[src/rtl/fft_pkg.sv]
// Shared types and constants for the 8-point FFT stage sequencer.
// Samples are packed complex words: real part in the upper half, imaginary in the lower.
package fft_pkg;

    localparam int FFT_DW   = 64;
    localparam int FFT_NPTS = 8;

    typedef struct packed {
        logic signed [31:0] re;
        logic signed [31:0] im;
    } cplx_t;

    typedef enum logic [1:0] {
        IDLE,
        LOAD,
        WAIT,
        DRAIN
    } seq_state_t;

endpackage

[src/rtl/fft_frame_buf.sv]
// N x DW frame register file: serial write port, parallel load port, parallel read bus.
// The read bus shows the pending serial write, so a frame can be taken whole on its last beat.
module fft_frame_buf
    import fft_pkg::*;
#(
    parameter int N  = FFT_NPTS,
    parameter int DW = FFT_DW
) (
    input  logic                 clk,
    input  logic                 rst,
    input  logic                 wr_en,
    input  logic [$clog2(N)-1:0] wr_addr,
    input  logic [DW-1:0]        wr_data,
    input  logic                 ld_en,
    input  logic [N*DW-1:0]      ld_data,
    output logic [N*DW-1:0]      rd_bus
);

    logic [DW-1:0] mem [N];

    // NOTE: the storage is reset because the output buffer feeds out_data, which must read 0 out of reset.
    always_ff @(posedge clk or posedge rst) begin
        if (rst) begin
            for (int i = 0; i < N; i++) mem[i] <= '0;
        end else if (ld_en) begin
            for (int i = 0; i < N; i++) mem[i] <= ld_data[i*DW +: DW];
        end else if (wr_en) begin
            mem[wr_addr] <= wr_data;
        end
    end

    always_comb begin
        rd_bus = '0;
        for (int i = 0; i < N; i++) begin
            rd_bus[i*DW +: DW] = (wr_en && wr_addr == ($clog2(N))'(i)) ? wr_data : mem[i];
        end
    end

endmodule

[src/rtl/fft8_stage_seq.sv]
// Frame sequencer around one registered 8-point butterfly stage: serial in, parallel stage, serial out.
// Optional build macro FFT_SEQ_FRAME_CNT_EN adds a 16-bit count of fully drained frames.
module fft8_stage_seq
    import fft_pkg::*;
#(
    parameter int N_PTS  = FFT_NPTS,
    parameter int DW     = FFT_DW,
    parameter int BF_LAT = 1
) (
    input  logic                clk,
    input  logic                rst,
    input  logic [DW-1:0]       in_data,
    input  logic                in_valid,
    output logic                in_ready,
    output logic [N_PTS*DW-1:0] bf_in,
    input  logic [N_PTS*DW-1:0] bf_out,
    output logic [DW-1:0]       out_data,
    output logic [2:0]          out_idx,
    output logic                out_valid,
    input  logic                out_ready,
    output logic                busy
`ifdef FFT_SEQ_FRAME_CNT_EN
    ,
    output logic [15:0]         frame_cnt
`endif
);

    localparam int              PW       = $clog2(N_PTS);
    localparam logic [PW-1:0]   LAST_IDX = PW'(N_PTS - 1);
    localparam logic [2:0]      LAT_END  = 3'(BF_LAT);

    seq_state_t          state, state_nxt;
    logic [PW-1:0]       wr_ptr, rd_ptr;
    logic [2:0]          lat_cnt;
    logic                in_beat, out_beat, last_in_beat, last_out_beat, capture;
    logic [N_PTS*DW-1:0] ibuf_bus, obuf_bus;

    // Handshake outputs depend on registered state only, never on in_valid/out_ready.
    assign in_ready      = (state == LOAD);
    assign out_valid     = (state == DRAIN);
    assign busy          = (state != IDLE);
    assign out_idx       = 3'(rd_ptr);

    assign in_beat       = in_ready && in_valid;
    assign out_beat      = out_valid && out_ready;
    assign last_in_beat  = in_beat && (wr_ptr == LAST_IDX);
    assign last_out_beat = out_beat && (rd_ptr == LAST_IDX);
    assign capture       = (state == WAIT) && (lat_cnt == LAT_END);

    // NOTE: every output of a combinational block gets a default first, so no path can infer a latch.
    always_comb begin
        state_nxt = state;
        unique case (state)
            IDLE:    state_nxt = LOAD;
            LOAD:    if (last_in_beat)  state_nxt = WAIT;
            WAIT:    if (capture)       state_nxt = DRAIN;
            DRAIN:   if (last_out_beat) state_nxt = LOAD;
            default: state_nxt = IDLE;
        endcase
    end

    // NOTE: sequential state uses non-blocking assignments so every register samples pre-edge values.
    always_ff @(posedge clk or posedge rst) begin
        if (rst) begin
            state   <= IDLE;
            wr_ptr  <= '0;
            rd_ptr  <= '0;
            lat_cnt <= '0;
            bf_in   <= '0;
        end else begin
            state <= state_nxt;
            if (in_beat)  wr_ptr <= wr_ptr + 1'b1;
            if (out_beat) rd_ptr <= rd_ptr + 1'b1;
            if (last_in_beat) begin
                lat_cnt <= '0;
                bf_in   <= ibuf_bus;
            end else if (state == WAIT && lat_cnt != LAT_END) begin
                lat_cnt <= lat_cnt + 3'd1;
            end
        end
    end

    fft_frame_buf #(.N(N_PTS), .DW(DW)) u_ibuf (
        .clk     (clk),
        .rst     (rst),
        .wr_en   (in_beat),
        .wr_addr (wr_ptr),
        .wr_data (in_data),
        .ld_en   (1'b0),
        .ld_data ('0),
        .rd_bus  (ibuf_bus)
    );

    fft_frame_buf #(.N(N_PTS), .DW(DW)) u_obuf (
        .clk     (clk),
        .rst     (rst),
        .wr_en   (1'b0),
        .wr_addr ('0),
        .wr_data ('0),
        .ld_en   (capture),
        .ld_data (bf_out),
        .rd_bus  (obuf_bus)
    );

    always_comb begin
        out_data = '0;
        for (int i = 0; i < N_PTS; i++) begin
            if (rd_ptr == PW'(i)) out_data = obuf_bus[i*DW +: DW];
        end
    end

`ifdef FFT_SEQ_FRAME_CNT_EN
    always_ff @(posedge clk or posedge rst) begin
        if (rst)                frame_cnt <= '0;
        else if (last_out_beat) frame_cnt <= frame_cnt + 16'd1;
    end
`else
    // No frame counter in this build.
`endif

endmodule
[config.mk]
export PLATFORM = sky130hd
export DESIGN_NAME = fft8_stage_seq
export DESIGN_NICKNAME = d
export VERILOG_FILES = /design/src/rtl/fft_pkg.sv /design/src/rtl/fft_frame_buf.sv /design/src/rtl/fft8_stage_seq.sv
export SDC_FILE = /design/constraint.sdc
export NUM_CORES = 2
export LEC_CHECK = 0
export BUFFER_PORTS_ARGS = -buffer_cell sky130_fd_sc_hd__buf_2
export CAP_MARGIN = 20
export CORE_AREA = 2 2 452 454
export DETAILED_ROUTE_END_ITERATION = 10
export DIE_AREA = 0 0 454 456
export PLACE_DENSITY = 0.48
export SKIP_CTS_REPAIR_TIMING = 1
export SYNTH_ARGS = -nofsm -noshare
export SYNTH_HDL_FRONTEND = slang
export SYNTH_SLANG_ARGS = --single-unit
[constraint.sdc]
create_clock -name clk -period 88.6 [get_ports clk]
set_clock_uncertainty 0.2 [all_clocks]
set_input_delay 0 -clock clk [delete_from_list [all_inputs] [get_ports clk]]
set_output_delay 0 -clock clk [all_outputs]
set_load 0.03 [all_outputs]
==> flow_metrics.py <==
metrics = {
    "cts": {
        "clk_path_buf_depth": 3,
        "htree_levels": 4,
        "clk_pin_slew_ns": 0.06,
        "ctsRootBufferMaster": "clkbuf_16",
        "numCtsBuffers": 169,
        "cts_tree": "built",
        "clock_sinks": 1483,
        "clock_latency_ns": 0.84,
    },
    "power": {
        "pwr-share-comb": 0.402,
        "p_sw_mw": 1.31,
        "peakVddDrop_v": 0.0000250,
        "seqPwrFrac": 0.378,
        "power.internal_mw": 1.88,
        "power.total_mw": 3.19,
        "power.density_nw_per_um2": 35.8,
        "p_clk_frac": 0.220,
        "swShare": 0.412,
        "leakage_nw": 40.7,
    },
    "drt": {
        "drtIter0Drc": 3661,
        "drt-total-wl_um": 250000,
        "route.vias.total": 51911,
        "ant_nets": 0,
        "via_per_inst": 5.02,
        "post-route-drc-count": 0,
        "dr.pass1.iters": 6,
        "wl_per_cell_um": 24.2,
    },
    "worst_setup_path": {
        "crit_path_frequent_cell": "buf_4",
        "cp_slowest_stage_delay_ns": 0.92,
        "cp_top_family": "buffers and inverters",
        "slowest_stage": "buf_4",
        "end_kind": "flip-flop",
        "crit_buf_inv": 5,
        "cp.required_ns": 89.10,
        "cp_max_fo": 182,
        "crit_path_start_kind": "flip-flop",
        "crit_chain": "inv_1, ha_1, nand3_4, buf_12, buf_4, buf_4, buf_4, mux2_2",
        "crit_type": "flip-flop to flip-flop",
        "worstPathArrival_ns": 6.27,
    },
    "grt": {
        "grt_use_total": 0.225,
        "grt_max_degree": 233,
        "grt_pass1_wl_um": 342000,
        "grt_antenna_before_repair": 83,
        "grt-ovfl-total": 0,
        "grt_pass1_vias": 46820,
    },
    "synth": {
        "seq_area_frac_synth": 0.585,
        "synthMuxAreaShare": 0.185,
        "synth-compound-area-share": 0.0940,
        "synth_top_area_cell": "dfrtp_1",
        "synth_nets": 5908,
        "synth_area_um2": 63500,
        "synth-xor-area-share": 0.000414,
        "synth_top_family_by_area": "multiplexers",
        "synth_cell_types": 38,
        "synth.avg_cell_area_um2": 12.0,
        "yosysTopAreaCellShare": 0.585,
        "synthAdderAreaFrac": 0.00375,
        "synth-simple-area-share": 0.0929,
        "yosys_warnings": 0,
        "postSynthCellCount": 5309,
        "synth_seq_cells": 1483,
        "yosys-top-cells-area": "dfrtp_1 58%, mux2_2 15%, nand2_1 4.6%",
    },
    "timing": {
        "hold_ws_ns": -0.0178,
        "final_max_slew_viol_count": 0,
        "rsz0062_at_grt": "no",
        "period_needed_ns": 5.77,
        "hold_violations": 1,
        "tightest_slew_ns": 1.31,
        "timing.final.crit_share": 0.0651,
        "max_freq_ghz": 0.173,
        "setup_viol": 0,
        "fin_tns_setup_ns": 0,
        "slew_headroom": 0.127,
    },
    "outcome": {
        "violations": "hold timing",
        "status": "complete, but fails checks",
    },
    "cells_and_area": {
        "final_common_cell": "dfrtp_1",
        "layout_common_cells": "1483 x dfrtp_1, 1194 x dlygate4sd3_1, 1161 x buf_2, 846 x mux2_2, 775 x nand2_1",
        "stdcell_count": 10346,
        "area_delta_synth_final_pct": 40.3,
        "drive_above_1_share": 0.316,
        "final_area_um2": 89100,
        "fin_nets": 8080,
    },
    "floorplan": {
        "die_w_um": 454,
        "placeableCoreArea_um2": 202000,
        "io_pins": 1162,
        "start_util": 0.315,
        "num_rows": 165,
        "die_h_um": 456,
        "dieArea_um2": 207000,
    },
    "hold_path": {
        "hold_path.class": "primary input to flip-flop",
    },
    "flow_run": {
        "maxCapViolations": 0,
    },
    "placed_design": {
        "dp_hpwl_um": 164000,
        "io_buffers": 1161,
        "gp_congestion": 0.862,
        "placed_area_um2": 71400,
        "place_inst": 8788,
    },
}
synthesized netlist by cell type, drive strengths merged:
cell    number
buf        222
mux2       963
and3         3
and3b        1
dfrtp     1483
nand2b      65
inv        140
nand3b      64
a21boi       1
mux2i       65
nand2      786
nand3      387
o211ai     384
and2         1
xnor2        3
or2          1
clkbuf     195
o22ai       64
ha          19
a21oi      257
a211oi       1
o31ai       64
o21ai       66
nor3         3
nor2         6
a221oi      65
sequential cells by signal (all words and copies together) (netlist names):
signal	flops
out_idx	3
wr_ptr	3
lat_cnt	3
state	2
u_obuf.mem	512
bf_in	512
u_ibuf.mem	448
worst register-to-register path, delay by kind of cell (launching register included):
| kind | cells | cell delay, ns |
|---|---|---|
| fa+ha+maj | 1 | 0.26 |
| buf+inv | 5 | 3.80 |
| flops | 1 | 0.40 |
| mux | 1 | 0.49 |
| simple gates | 1 | 0.53 |
cell families after synthesis:
logic type | after synthesis
DFF | 1483
and+or+nand+nor | 1317
muxes | 1028
AOI/OAI and AO/OA | 902
buffers and inverters | 557
adders and majority gates | 19
xor gates and xnor gates | 3
power groups by stage:
stage	Sequential (mW)	Clock, mW	Combinational (mW)
finish	1.21	0.703	1.28
global route	1.24	0.751	1.37
CTS	1.20	0.722	1.25
detailed placement	1.21	0	1.25
global placement	1.20	0	1.23
floorplan	1.35	0	0.644
final timing paths:
| kind | slack, ns | from | cells past startpoint | end |
|---|---|---|---|---|
| min reg2reg | 0.27 | bf_in[465] | 2 | bf_in[465] |
| max reg2reg | 82.83 | state[0] | 8 | u_obuf.mem[198] |
| min | -0.02 | in_data[50] | 4 | bf_in[242] |
| max in group asynchronous | 83.90 | rst | 8 | bf_in[335] |
| max | 82.83 | state[0] | 8 | u_obuf.mem[198] |
| min in group asynchronous | 0.34 | rst | 4 | u_obuf.mem[12] |
per-stage QoR:
stage	worst slack (ns)	util
2_1_floorplan	46.57	-
3_5_place_dp	82.81	0.354
4_1_cts	82.81	0.382
3_3_place_gp	82.83	0.354
5_1_grt	82.43	0.441
6_report	82.83	0.442
area by class of cell:
class / instances / area [um2]
Timing Repair Buffer: 2418 / 18300
Clock buffer: 266 / 5010
Sequential cell: 1483 / 37100
Inverter: 140 / 534
Fill cell: 18845 / 113000
Multi-Input combinational cell: 3269 / 24000
Antenna cell: 59 / 148
Tap cell: 2672 / 3340
Clock inverter: 39 / 556
layer usage:
metal,up-vias,routed length [um],track usage
met5,-,209,0
met4,34,11600,0.0951
met3,506,12600,0.0572
met2,1578,125000,0.377
met1,26524,101000,0.273
li1,23269,-,-
Power figures use the tool's default switching activity.
